--- src/rtl/fft_iter_pkg.sv ---
// Shared definitions for the iterative radix-2 FFT address path.
// Holds the layer/butterfly sizing used by the control unit and the span/shift
// helpers used by both the DIF and DIT address mappings.
package fft_iter_pkg;

  localparam int FFT_LAYERS      = 5;
  localparam int FFT_BUTTERFLYES = 16;
  localparam int FFT_LAYWL       = 3;
  localparam int FFT_BUTTWL      = 4;

  // RAM address width: one bit more than the butterfly counter
  function automatic int addr_w(int butt_wl);
    return butt_wl + 1;
  endfunction

  // log2 of the butterfly leg span h in DIF: h = 2^(LAYERS-1-s)
  function automatic int unsigned dif_span_sh(int unsigned layers, int unsigned s);
    return layers - 1 - s;
  endfunction

  // log2 of the butterfly leg span h in DIT: h = 2^s
  function automatic int unsigned dit_span_sh(int unsigned layers, int unsigned s);
    return (layers > 0) ? s : 0;
  endfunction

endpackage

--- src/rtl/fft_iter_addr_gen_if.sv ---
// Strobe/address bundle between the FFT control unit (master) and the
// address generator (slave).
interface fft_iter_addr_gen_if
  import fft_iter_pkg::*;
#(
  parameter int ButtWL = FFT_BUTTWL,
  parameter int LayWL  = FFT_LAYWL
) ();
  localparam int AW = addr_w(ButtWL);

  logic              EN;
  logic              ADDR_RST;
  logic              ADDR_EN;
  logic              LAY_EN;
  logic              BUT_STROB;
  logic [AW-1:0]     RD_ADDR_A;
  logic [AW-1:0]     RD_ADDR_B;
  logic [AW-1:0]     WR_ADDR_A;
  logic [AW-1:0]     WR_ADDR_B;
  logic [ButtWL-1:0] TW_ADDR;
  logic [LayWL-1:0]  LAY_IDX;

  modport master (
    output EN, ADDR_RST, ADDR_EN, LAY_EN, BUT_STROB,
    input  RD_ADDR_A, RD_ADDR_B, WR_ADDR_A, WR_ADDR_B, TW_ADDR, LAY_IDX
  );

  modport slave (
    input  EN, ADDR_RST, ADDR_EN, LAY_EN, BUT_STROB,
    output RD_ADDR_A, RD_ADDR_B, WR_ADDR_A, WR_ADDR_B, TW_ADDR, LAY_IDX
  );
endinterface

--- src/rtl/fft_iter_pair_map.sv ---
// Combinational butterfly -> RAM pair / twiddle index mapping.
// Default build is DIF; define FFT_ADDR_DIT_EN for decimation-in-time.
// A = 2hg + j is built as (g << (log2h+1)) | j, B = A | h, since j < h.
module fft_iter_pair_map
  import fft_iter_pkg::*;
#(
  parameter int LAYERS = FFT_LAYERS,
  parameter int ButtWL = FFT_BUTTWL,
  parameter int LayWL  = FFT_LAYWL,
  localparam int AW    = addr_w(ButtWL)
) (
  input  logic [ButtWL-1:0] b_i,
  input  logic [LayWL-1:0]  s_i,
  output logic [AW-1:0]     a_o,
  output logic [AW-1:0]     b_o,
  output logic [ButtWL-1:0] tw_o
);

  int unsigned   sh_h;
  int unsigned   sh_tw;
  logic [AW-1:0] bx, h, j, g, a;

  // Split b into group g and offset j by the layer's span, then rebuild the pair
  always_comb begin
`ifdef FFT_ADDR_DIT_EN
    sh_h  = dit_span_sh(LAYERS, 32'(s_i));
    sh_tw = dif_span_sh(LAYERS, 32'(s_i));
`else
    sh_h  = dif_span_sh(LAYERS, 32'(s_i));
    sh_tw = dit_span_sh(LAYERS, 32'(s_i));
`endif
    bx   = {1'b0, b_i};
    h    = AW'(1) << sh_h;
    j    = bx & (h - AW'(1));
    g    = bx >> sh_h;
    a    = (g << (sh_h + 1)) | j;
    a_o  = a;
    b_o  = a | h;
    tw_o = ButtWL'(j << sh_tw);
  end

endmodule

--- src/rtl/fft_iter_addr_gen.sv ---
// Address generator for the iterative radix-2 FFT: butterfly/layer counters
// and the latched write-back pair. Mapping lives in fft_iter_pair_map.
// Build option: FFT_ADDR_DIT_EN selects the decimation-in-time mapping.
module fft_iter_addr_gen
  import fft_iter_pkg::*;
#(
  parameter int LAYERS      = FFT_LAYERS,
  parameter int BUTTERFLYES = FFT_BUTTERFLYES,
  parameter int LayWL       = FFT_LAYWL,
  parameter int ButtWL      = FFT_BUTTWL
) (
  input  logic                CLK,
  input  logic                RST,
  fft_iter_addr_gen_if.slave  bus
);
  localparam int AW = addr_w(ButtWL);
  localparam logic [ButtWL-1:0] B_LAST = ButtWL'(BUTTERFLYES - 1);
  localparam logic [LayWL-1:0]  S_LAST = LayWL'(LAYERS - 1);

  logic [ButtWL-1:0] b_q, b_d;
  logic [LayWL-1:0]  s_q, s_d;
  logic [AW-1:0]     wa_q, wa_d, wb_q, wb_d;
  logic [AW-1:0]     rd_a, rd_b;
  logic [ButtWL-1:0] tw;

  fft_iter_pair_map #(.LAYERS(LAYERS), .ButtWL(ButtWL), .LayWL(LayWL)) u_map (
    .b_i  (b_q),
    .s_i  (s_q),
    .a_o  (rd_a),
    .b_o  (rd_b),
    .tw_o (tw)
  );

  // Next state: strobes act only under EN; write pair latches pre-advance addresses
  always_comb begin
    b_d  = b_q;
    s_d  = s_q;
    wa_d = wa_q;
    wb_d = wb_q;
    if (bus.EN) begin
      if (bus.BUT_STROB) begin
        wa_d = rd_a;
        wb_d = rd_b;
      end
      if (bus.ADDR_EN)
        b_d = (b_q == B_LAST) ? '0 : b_q + ButtWL'(1);
      if (bus.LAY_EN && (s_q != S_LAST))
        s_d = s_q + LayWL'(1);
    end
  end

  // State registers; RST and ADDR_RST both clear regardless of EN
  always_ff @(posedge CLK) begin
    if (RST || bus.ADDR_RST) begin
      b_q  <= '0;
      s_q  <= '0;
      wa_q <= '0;
      wb_q <= '0;
    end else begin
      b_q  <= b_d;
      s_q  <= s_d;
      wa_q <= wa_d;
      wb_q <= wb_d;
    end
  end

  assign bus.RD_ADDR_A = rd_a;
  assign bus.RD_ADDR_B = rd_b;
  assign bus.WR_ADDR_A = wa_q;
  assign bus.WR_ADDR_B = wb_q;
  assign bus.TW_ADDR   = tw;
  assign bus.LAY_IDX   = s_q;

endmodule

--- src/flat_wrapper.sv ---
// flat-port wrapper written by rule: the top's interface ports become plain ports
module fft_iter_addr_gen_flat import fft_iter_pkg::*;
#(
  parameter int LAYERS      = FFT_LAYERS,
  parameter int BUTTERFLYES = FFT_BUTTERFLYES,
  parameter int LayWL       = FFT_LAYWL,
  parameter int ButtWL      = FFT_BUTTWL
)
  (CLK, RST, bus_EN, bus_ADDR_RST, bus_ADDR_EN, bus_LAY_EN, bus_BUT_STROB, bus_RD_ADDR_A, bus_RD_ADDR_B, bus_WR_ADDR_A, bus_WR_ADDR_B, bus_TW_ADDR, bus_LAY_IDX);
  fft_iter_addr_gen_if #(.ButtWL(ButtWL), .LayWL(LayWL)) bus_i ();
  input  logic CLK;
  input  logic RST;
  input wire logic [$bits(bus_i.EN)-1:0] bus_EN;
  input wire logic [$bits(bus_i.ADDR_RST)-1:0] bus_ADDR_RST;
  input wire logic [$bits(bus_i.ADDR_EN)-1:0] bus_ADDR_EN;
  input wire logic [$bits(bus_i.LAY_EN)-1:0] bus_LAY_EN;
  input wire logic [$bits(bus_i.BUT_STROB)-1:0] bus_BUT_STROB;
  output wire logic [$bits(bus_i.RD_ADDR_A)-1:0] bus_RD_ADDR_A;
  output wire logic [$bits(bus_i.RD_ADDR_B)-1:0] bus_RD_ADDR_B;
  output wire logic [$bits(bus_i.WR_ADDR_A)-1:0] bus_WR_ADDR_A;
  output wire logic [$bits(bus_i.WR_ADDR_B)-1:0] bus_WR_ADDR_B;
  output wire logic [$bits(bus_i.TW_ADDR)-1:0] bus_TW_ADDR;
  output wire logic [$bits(bus_i.LAY_IDX)-1:0] bus_LAY_IDX;
  assign bus_i.EN = bus_EN;
  assign bus_i.ADDR_RST = bus_ADDR_RST;
  assign bus_i.ADDR_EN = bus_ADDR_EN;
  assign bus_i.LAY_EN = bus_LAY_EN;
  assign bus_i.BUT_STROB = bus_BUT_STROB;
  assign bus_RD_ADDR_A = bus_i.RD_ADDR_A;
  assign bus_RD_ADDR_B = bus_i.RD_ADDR_B;
  assign bus_WR_ADDR_A = bus_i.WR_ADDR_A;
  assign bus_WR_ADDR_B = bus_i.WR_ADDR_B;
  assign bus_TW_ADDR = bus_i.TW_ADDR;
  assign bus_LAY_IDX = bus_i.LAY_IDX;
  fft_iter_addr_gen #(.LAYERS(LAYERS), .BUTTERFLYES(BUTTERFLYES), .LayWL(LayWL), .ButtWL(ButtWL)) u_core (.CLK(CLK), .RST(RST), .bus(bus_i));
endmodule
--- config.mk ---
export PLATFORM = sky130hd
export DESIGN_NAME = fft_iter_addr_gen_flat
export DESIGN_NICKNAME = d
export VERILOG_FILES = /design/src/rtl/fft_iter_pkg.sv /design/src/rtl/fft_iter_addr_gen_if.sv /design/src/rtl/fft_iter_pair_map.sv /design/src/rtl/fft_iter_addr_gen.sv /design/src/flat_wrapper.sv
export SDC_FILE = /design/constraint.sdc
export NUM_CORES = 1
export LEC_CHECK = 0
export CAP_MARGIN = 30
export CORE_ASPECT_RATIO = 0.6
export CORE_MARGIN = 1
export CORE_UTILIZATION = 43
export CTS_CLUSTER_DIAMETER = 120
export CTS_CLUSTER_SIZE = 20
export DETAILED_ROUTE_END_ITERATION = 12
export GPL_TIMING_DRIVEN = 1
export HOLD_SLACK_MARGIN = 0.05
export PLACE_DENSITY = 0.72
export SETUP_SLACK_MARGIN = 0.4
export SYNTH_ARGS = -nofsm -noshare
export SYNTH_HDL_FRONTEND = slang
export SYNTH_SLANG_ARGS = --single-unit
export TNS_END_PERCENT = 30
--- constraint.sdc ---
create_clock -name CLK -period 3.8 [get_ports CLK]
set_clock_uncertainty 0.2 [all_clocks]
set_input_delay 1.14 -clock CLK [delete_from_list [all_inputs] [get_ports CLK]]
set_output_delay 1.14 -clock CLK [all_outputs]
set_load 0.005 [all_outputs]
Word-level counts from Yosys, hierarchy flattened
Index checks and enable logic that the tools add are counted.

Input bits: 7. Register bits: 17. Word-level logic and storage cells: 24. Memories kept: 0. Latch bits: 0. Memory bits (read-only): 0. Memory bits (writable): 0. Output and inout bits: 27.

Add/sub/neg operators: 5. Multiplexer cells: 1. Shift operators: 4. Bitwise logic cells: 3. Multipliers: 0. Equal/unequal tests: 2. Reductions and logical operators: 5. Order comparisons: 0. Div/mod/pow operators: 0.

Operators with widths (number): 32-bit by 1-bit adder with 32-bit output (second input constant) (1); 1-bit by 32-bit << shifter with 5-bit output (first input constant) (1); 5-bit by 32-bit << shifter with 5-bit output (1); 4-bit by 32-bit right shift with 5-bit output (1); 5-bit OR (2); 2-bit AND reduction (3); 4-bit by 5-bit AND with 5-bit output (1); 5-bit by 3-bit << shifter with 4-bit output (1); 5-bit by 1-bit subtractor with 5-bit output (second input constant) (1); 4-bit by 1-bit adder with 4-bit output (second input constant) (1); 4-bit equality test (second input constant) (1); 4-bit two-way mux (1); 3-bit by 3-bit subtractor with 4-bit output (first input constant) (1); 3-bit by 1-bit adder with 3-bit output (second input constant) (1); 3-bit != test (second input constant) (1); 1-bit logical AND (1); 1-bit logical OR (1).

Depth between registers and ports, before layout
Gate-level depths: netlist of the first run.

Word-level depth: 6. Depth in mapped cells: 10.

By module
From an unflattened synthesis of the first run, not the netlist that was laid out.

Cells, all modules: 177. Area, all modules: 1306.3 um^2.

By module, submodules not included: fft_iter_addr_gen (area each 695.7 um^2, instances 1, cells an instance 86); fft_iter_pair_map (area each 610.6 um^2, instances 1, cells an instance 91).

Least setup slack after synthesis of the first run
Ideal clock, no wire load.

Path type: reg2out. Start: register u_core.s_q[1] (netlist: u_core.bus.LAY_IDX[1]). End: output port bus_TW_ADDR[3]. Cell stages (with the launch flop): 10. Data required time: 2.460 ns. Setup slack: -0.201 ns. Arrival time: 2.661 ns. Path buffers: 1. Path through: dfxtp_1 -> clkbuf_1 -> inv_1 -> ha_1 -> ha_1 -> or4_4 -> ha_1 -> nor2b_1 -> mux2i_1 -> a221oi_2.

Cells in the longest elaborated chain, start to end: 5.

Ends and longest elaborated chain: start: declaration (line fft_iter_addr_gen.sv:21) `logic [LayWL-1:0] s_q, s_d;`; start signal: assignment (line fft_iter_addr_gen.sv:56) `s_q <= '0;`; start signal: assignment (line fft_iter_addr_gen.sv:61) `s_q <= s_d;`; 3-bit by 3-bit subtractor with 4-bit output (line fft_iter_pkg.sv:18) `return layers - 1 - s;`; 1-bit by 32-bit << shifter with 5-bit output (line fft_iter_pair_map.sv:33) `h = AW'(1) << sh_h;`; 5-bit by 1-bit subtractor with 5-bit output (line fft_iter_pair_map.sv:34) `j = bx & (h - AW'(1));`; 4-bit by 5-bit AND with 5-bit output (line fft_iter_pair_map.sv:34); 5-bit by 3-bit << shifter with 4-bit output (*) (line fft_iter_pair_map.sv:39) `tw_o = ButtWL'(j << sh_tw);`; end: declaration (line flat_wrapper.sv:22) `output wire logic [$bits(bus_i.TW_ADDR)-1:0] bus_TW_ADDR;`.

Every way passes the cells marked *; elsewhere a longest branch is shown, timed or not.

Worst setup path after layout of the first run
Start: register u_core.s_q[0] (netlist: u_core.bus.LAY_IDX[0]). End: output port bus_TW_ADDR[3].

Same word-level chain as after synthesis.

==> results of run 1 <==
[worst paths after layout]
check                           from                       to  slack, ns  cells after the start
max            u_core.bus.LAY_IDX[0]           bus_TW_ADDR[3]       0.09                      9
min          u_core.bus.WR_ADDR_A[4]  u_core.bus.WR_ADDR_A[4]       0.27                      2
max reg2reg    u_core.bus.LAY_IDX[0]  u_core.bus.WR_ADDR_A[1]       1.42                     10
min reg2reg  u_core.bus.WR_ADDR_A[4]  u_core.bus.WR_ADDR_A[4]       0.27                      2
[where the power goes]
part           switching, mW  leakage [nW]  internal (mW)
Sequential           0.00334         0.140          0.181
Combinational         0.0368         0.703         0.0362
Clock                 0.0623        0.0228         0.0745
Total                  0.102         0.865          0.291
[logic make-up (layout without fill, tap and decap cells)]
group	count (synthesis)	count (layout)
simple gates	57	57
buf+inv	18	69
mux	2	2
xor+xnor	5	5
flops	17	17
fa+ha+maj	10	10
compound gates	34	34
[Yosys cell counts, drive strengths merged (2+ instances only)]
| library cell | instances | area (um^2) |
|---|---|---|
| a211o | 2 | 17.5 |
| a211oi | 2 | 15.0 |
| a21oi | 12 | 75.1 |
| a221oi | 2 | 30.0 |
| a31oi | 5 | 31.3 |
| and2 | 2 | 12.5 |
| and2b | 2 | 15.0 |
| and4bb | 2 | 25.0 |
| buf | 4 | 37.5 |
| clkbuf | 5 | 18.8 |
| dfxtp | 17 | 340 |
| ha | 10 | 125 |
| inv | 9 | 38.8 |
| mux2i | 2 | 20.0 |
| nand2 | 13 | 51.3 |
| nand2b | 2 | 12.5 |
| nand3 | 5 | 30.0 |
| nand4b | 2 | 17.5 |
| nor2 | 12 | 45.0 |
| nor3 | 8 | 61.3 |
| o21ai | 6 | 30.0 |
| or3 | 2 | 17.5 |
| xnor2 | 2 | 17.5 |
| xor2 | 3 | 26.3 |
[stage by stage]
| step | std cells | TNS (ns) | utilization [%] |
|---|---|---|---|
| after global placement | 215 | 0 | 65.8 |
| final | 226 | 0 | 74.3 |
| after detailed placement | 215 | -0.0566 | 65.8 |
| after global routing | 226 | -0.0117 | 74.3 |
| after floorplan | 143 | 0 | - |
| after CTS | 224 | 0 | 69.8 |
[what timing repair did]
action                     4_1_cts  5_1_grt
pin swaps                        6       13
setup endpoints to repair       14       14
buffers inserted                 5        2
resized for setup               25       35
[worst max-delay path: cells and delay by family, from the launching register on]
family                     cells  cell delay [ns]
AOI/OAI and AO/OA              1             0.27
adders and majority gates      3             0.59
buffers and inverters          2             0.19
DFF                            1             0.36
and+or+nand+nor                2             0.59
muxes                          1             0.10
[state kept, by name (all words and copies together), names as in the netlist]
register / cells
u_core.bus.LAY_IDX: 3
u_core.bus.WR_ADDR_A: 5
u_core.b_q: 4
u_core.bus.WR_ADDR_B: 5
[per-layer routing]
| layer | share of wire, % | global-route usage (%) |
|---|---|---|
| met1 | 46 | 35.4 |
| met2 | 48 | 40.4 |
| met3 | 5.4 | 5.70 |
| met4 | 0.37 | 6.00 |
| met5 | 0 | 0 |
[area by class of cell]
cell class	count	area (um^2)	area share [%]
Clock buffer	4	45.0	2.34
Inverter	9	41.3	2.14
Multi-Input combinational cell	108	960	49.8
Sequential cell	17	349	18.1
Tap cell	32	40.0	2.08
Timing Repair Buffer	56	492	25.5
[cell usage in the layout, fill, tap and decap left out, types with 3 or more instances in the layout]
master                            Yosys  routed
sky130_fd_sc_hd__nor3_2               2       3
sky130_fd_sc_hd__clkbuf_2             0       3
sky130_fd_sc_hd__ha_1                10       5
sky130_fd_sc_hd__nor2_1              12      11
sky130_fd_sc_hd__o21ai_0              6       6
sky130_fd_sc_hd__a21oi_2              4       6
sky130_fd_sc_hd__clkbuf_8             0       3
sky130_fd_sc_hd__dfxtp_1             17      14
sky130_fd_sc_hd__buf_2                0       3
sky130_fd_sc_hd__ha_4                 0       4
sky130_fd_sc_hd__inv_1                6       4
sky130_fd_sc_hd__buf_6                2       3
sky130_fd_sc_hd__clkdlybuf4s50_1      0      20
sky130_fd_sc_hd__dlymetal6s2s_1       0       4
sky130_fd_sc_hd__buf_4                2      20
sky130_fd_sc_hd__a21oi_1              8       6
sky130_fd_sc_hd__nand3_1              4       4
sky130_fd_sc_hd__inv_2                2       3
sky130_fd_sc_hd__a31oi_1              5       3
sky130_fd_sc_hd__nand2_1             12      11
sky130_fd_sc_hd__nor3_1               5       3
==> summary by stage, run 1 <==
Floorplan
The number of standard-cell rows in the floorplan is 14. The top-level I/O count is 34. The area of the core is 2590 um^2. The die outline area is just over 3000 um^2. The initial utilization of the core area, before any placement, comes to between 40% and 50%. The die outline width is ~71 um. From bottom edge to top edge, the die measures around 43 um.

Setup path
The signal on the critical path passes through inv_6, ha_4, ha_4, or4_4, ha_4, nor2b_4, mux2i_2, a221oi_2, buf_2. In this design, the stage delay of the slowest critical-path cell is 0.44 ns. The endpoint arrival time on the critical path is about 2.4 ns.

The worst setup path is launched from a register. The kind of capture point of the worst setup path is an output port. For the worst setup path, the data required time is around 2.5 ns. The start-to-end type of the worst setup path is reg2out.

Along the worst path, the maximum fanout reaches 3. The cell with the largest stage delay on the worst path is sky130_fd_sc_hd__or4_4. The cell that appears most often on the critical path is sky130_fd_sc_hd__ha_4.

Global routing
The wire length of the first global-routing pass is 5.86 mm. The via count of the first global-routing pass came to roughly 1200. The global router's overall resource usage is 25.5%. Entering global routing, the biggest net connects 14 pins. The number of antenna violations at the first check in global routing came to 0. Global routing finished with a remaining overflow of 0.

CTS
The latest clock arrival within the worst-skew pair is around 0.25 ns. The number of buffers between clock root and the deepest sink is 2. In this run the clock root is driven by a sky130_fd_sc_hd__clkbuf_8.

The number of hold buffers added after CTS was 0. The number of sinks on the clock net is 17. After clock tree synthesis, the clock-pin slew on the worst setup and hold paths is roughly 0.07 ns. The number of buffers inserted during clock tree synthesis is 3. The H-tree depth reported by CTS is 1. TritonCTS built the clock tree.

Yosys
For this run, the leading register cell type out of synthesis is sky130_fd_sc_hd__dfxtp_1. Counting flops and latches in the post-synthesis netlist gives 17. After Yosys synthesis, XOR and XNOR cells account for under 10% of the synthesized area.

After synthesis, the largest family of logic cells by area is simple AND/OR/NAND/NOR gates. The warning count from the yosys run is 0. The adder-cell share of the synthesized area is 10.3%. The count of distinct cell types in the synthesized netlist is 46. The compound-gate portion of the synthesized area is around 20%.

Of the post-synthesis cell area, the part taken by muxes is about 1.6%. The gate count after technology mapping is between 100 and 150. The sequential element share of the synthesized area is between 20% and 30%. Of the total synthesized cell area, the portion taken by AND, OR, NAND and NOR gates is between 20% and 30%. Counting every net in the synthesized netlist gives 160.

A synthesized cell averages between 8 and 9 um^2. The cell area after synthesis is 1220 um^2. Yosys mapped a number of flops with a built-in enable equal to 0. Counting flops with an async set or reset pin after synthesis yields a share of 0%.

Placed design
The sum of net half-perimeters after detailed placement is around 2.7 mm. In this run the tool buffered the top-level ports with 33 buffer cells. The last weighted congestion value of the routability-driven placer is ~0.87.

In this run the cell area measured after placement is roughly 1700 um^2. Prior to clock tree synthesis, the placed netlist has a worst setup slack of -0.0446 ns.

Run status
The run finished, with violations left. The checks that failed: DRC.

STA
Headroom to the max-slew limit came out at between 70 and 80%. The post-route clock period utilization is 97.6%. The number of max-slew violations in the final report is 0. The total of endpoints with negative setup slack in the final report is 0.

For this run, the top clock speed supported by timing is 270 MHz. The slew at the pin closest to its max-slew limit is 0.416 ns. Setup slack on the critical path of the routed design comes to approximately 0.092 ns. Setup repair after global routing could not meet its margin everywhere. The number of hold violations in the final report is 0. The clock period minus worst slack is approximately 3.7 ns. Final hold analysis gives a worst-case slack of 0.272 ns.

Routing
The number of vias per cell after detailed routing is about 5.6. The length of the first detailed-routing pass in iterations is 8. The remaining number of nets flagged by the antenna check after routing is 0. Across all layers, the routed design uses ~1300 vias. The DRC violation count after routing is 4.

The mean routed wirelength per cell is 16.6 um. The detailed router finished its first iteration with 97 violations. After detailed routing, the total wire length is 3.75 mm.

Power and ir drop
The worst-case IR drop observed on VDD is 182 uV. Power spread over the standard cell area amounts to slightly above 200 nW/um^2. Summed over all cells, the static leakage comes to between 0.8 and 0.9 nW.

The total chip power is ~390 uW.

Layout
The number of fill cells in the layout is ~190. The final design instance area without fill is roughly 1900 um^2. Cells with a size suffix above 1 make up about two fifths of the layout.

The synthesis-to-layout area growth is 57.9%. The repair_antennas step left the layout with diodes totalling 0. At the end of the flow, the number of nets in the layout was roughly 210.

Worst hold path
The type of the tightest min-delay check is reg2reg.

Job
The tool flagged a number of max-cap violations equal to 0.
Power figures use the tool's default switching activity.
==> inputs of run 2 (changes only) <==
Settings changed: ABC_AREA set to 0, CORE_ASPECT_RATIO 0.6 to not set.
==> run 2 against run 1 <==
Compared with the run above:
- the flow now finishes without violations
- maximum frequency down 1.3%
- final cell count fell by 2.2%
- global-route usage is 3.2 points lower
- clock power fell by 27%
- core utilization shrank 2.2 points
- setup slack lost 0.048 ns
- sequential power barely moved
- first-iteration DRC count decreased by 74%
- power down 10%
- via count is 3.1% lower
- routed wire length is 11% lower
- critical path depth stayed put
==> summary by stage, run 2 (synthesis results as in run 1) <==
Run status
The run finished with clean final reports.

Routing
After the first detailed-routing iteration, the DRC count stood at 25. The DRC violation count after routing is 0. The length of the first detailed-routing pass in iterations is 4. The total number of vias is roughly 1200. The remaining number of nets flagged by the antenna check after routing is 0. After detailed routing, the total wire length is between 3 and 4 mm. The mean routed wirelength per cell is approximately 15 um. The number of vias per cell after detailed routing is roughly 5.6.

Layout
Excluding fillers, the count of instances in the completed layout stands at 221. At the end of the flow, the number of nets in the layout was ~210. The share of layout cells above drive strength 1 is between 30% and 40%.

The count of antenna diodes in the layout is 0. Compared with the post-synthesis result, the final layout area differs by 51.8%. In the layout the commonest cells are 19 x sky130_fd_sc_hd__clkdlybuf4s50_1, 19 x sky130_fd_sc_hd__buf_4, 14 x sky130_fd_sc_hd__dfxtp_1.

The number of fill cells in the layout is 210.

Floorplan
The area of the core is around 2600 um^2. The floorplan has 18 rows. The die outline area is approximately 3000 um^2.

The starting density of the core is a little under half. The top-level I/O count is 34. The die outline width is between 50 and 60 um. The die outline height is 55.3 um.

CTS
The number of buffers between clock root and the deepest sink is 2. The post-cts hold buffer count is 0. The TritonCTS clock tree is done. The number of buffers inserted during clock tree synthesis is 3. The clock root buffer is sky130_fd_sc_hd__clkbuf_4. The H-tree depth reported by CTS is 1.

The latest clock arrival within the worst-skew pair is approximately 0.30 ns. The clock drives 17 sinks. The clock-pin slew reported for the worst setup and hold paths after clock tree synthesis is 0.11 ns.

Power and ir drop
In this run, the clock network consumes ~28% of the power. In this run, the combinational gates consume between 15 and 20% of the power. In this run, flip-flops and latches consume between 50% and 60% of the power. The net switching power of the design is between 90 and 100 uW. The design draws between 300 and 400 uW. Across the VDD grid, the largest voltage drop is approximately 190 uV. Power spread over the standard cell area amounts to about 190 nW/um^2.

The analysis attributes to cell leakage a power of just under 0.9 nW. Cell internal power was estimated by the tool at roughly 260 uW. The switching part of the total is between 20% and 30%.

Global routing
The via count of the first global-routing pass is around 1200. Entering global routing, the biggest net connects 16 pins. The global router's overall resource usage is ~22%. The number of antenna violations at the first check in global routing is 0. The total global routing overflow is 0.

The wire length of the first global-routing pass is about 5.4 mm.

Setup path
Data arrives at the worst endpoint at between 2 and 2.5 ns. The worst setup path is of the reg2out kind. Of all nets on the critical path, the largest fanout is 3. STA puts the critical path data required time at around 2.5 ns. The kind of capture point of the worst setup path is an output port. The worst setup path is launched from a register.

STA
The total of endpoints with negative setup slack in the final report is 0. Setup total negative slack on the finished layout was measured at 0 ns. Setup repair after global routing could not meet its margin everywhere. The post-route clock period utilization is a little over nine tenths.

In this run the tightest slew margin relative to its limit is slightly above 50%. The number of hold violations in the final report is 0. Based on the critical path, the design can be clocked at up to roughly 270 MHz. The number of max-slew violations in the final report is 0. At the pin with the least slew margin, the transition time is approximately 0.74 ns. The clock period could shrink to 3.76 ns.

Placed design
The last weighted congestion value of the routability-driven placer is between 0.8 and 0.9. Detailed placement ended at an HPWL of roughly 2.5 mm. The number of placed instances with taps included is 211. The number of buffers added on ports is 33.

Worst hold path
The type of the tightest min-delay check is reg2reg.

Job
The number of max-capacitance violations reported is 0.
[run 2: cell count changes in the layout (fill, tap and decap cells not counted), moves of 2 or more]
cell | before | now
sky130_fd_sc_hd__clkbuf_2 | 3 | 1
sky130_fd_sc_hd__clkbuf_4 | 0 | 3
sky130_fd_sc_hd__buf_2 | 3 | 5
sky130_fd_sc_hd__clkbuf_8 | 3 | 0
[run 2: metal layers]
metal	track usage (%)	routed length, um	up-vias
met3	4.45	186	6
met2	39.1	1610	48
met1	26.7	1490	568
li1	-	-	609
met4	8.21	63	0
met5	0	0	-
[run 2: cell type report]
class                      instances  area [um^2]  area share [%]
clock buffer                       3         22.5            1.22
clock inverter                     1         5.00           0.270
inverter                           9         41.3            2.23
multi-input combinational        108          931            50.3
sequential                        17          349            18.9
tap                               30         37.5            2.03
timing repair buffer              53          465            25.1
[run 2: critical path, stage by stage, from the launching register on]
cell and delay (ns):
sky130_fd_sc_hd__dfxtp_4 0.38, sky130_fd_sc_hd__inv_6 0.03, sky130_fd_sc_hd__ha_4 0.15, sky130_fd_sc_hd__ha_4 0.21, sky130_fd_sc_hd__or4_4 0.44, sky130_fd_sc_hd__ha_4 0.24
sky130_fd_sc_hd__nor2b_4 0.15, sky130_fd_sc_hd__mux2i_4 0.10, sky130_fd_sc_hd__a221oi_2 0.28, sky130_fd_sc_hd__buf_2 0.15
[run 2: repair_timing]
| item | CTS | global route |
|---|---|---|
| setup buffers | 5 | 1 |
| pin swaps | 12 | 14 |
| setup endpoints to repair | 14 | 14 |
| gates resized for setup | 34 | 24 |
[run 2: stage by stage]
step           cell area [um^2]  hold WS (ns)  setup slack (ns)  util [%]
2_1_floorplan              1290         0.256             0.271         -
5_1_grt                    1850         0.305           -0.0609      72.1
3_5_place_dp               1690         0.271           -0.0443      65.8
6_report                   1850         0.289            0.0434      72.1
4_1_cts                    1790         0.286           -0.0604      69.8
3_3_place_gp               1690         0.251           0.00729      65.8
[run 2: worst paths after layout]
check	endpoint	slack [ns]	cells after the start	start
worst min-delay path	u_core.bus.WR_ADDR_A[4]	0.29	2	u_core.bus.WR_ADDR_A[4]
worst min register to register	u_core.bus.WR_ADDR_A[4]	0.29	2	u_core.bus.WR_ADDR_A[4]
worst max-delay path	bus_TW_ADDR[3]	0.04	9	u_core.bus.LAY_IDX[0]
worst max register to register	u_core.bus.WR_ADDR_A[2]	1.32	11	u_core.bus.LAY_IDX[0]
[run 2: power groups by stage]
stage	Clock, mW	Combinational, mW	Sequential, mW
floorplan	0	0.0364	0.188
global placement	0	0.0635	0.188
detailed placement	0	0.0650	0.188
CTS	0.104	0.0679	0.184
global route	0.112	0.0747	0.185
finish	0.100	0.0691	0.184
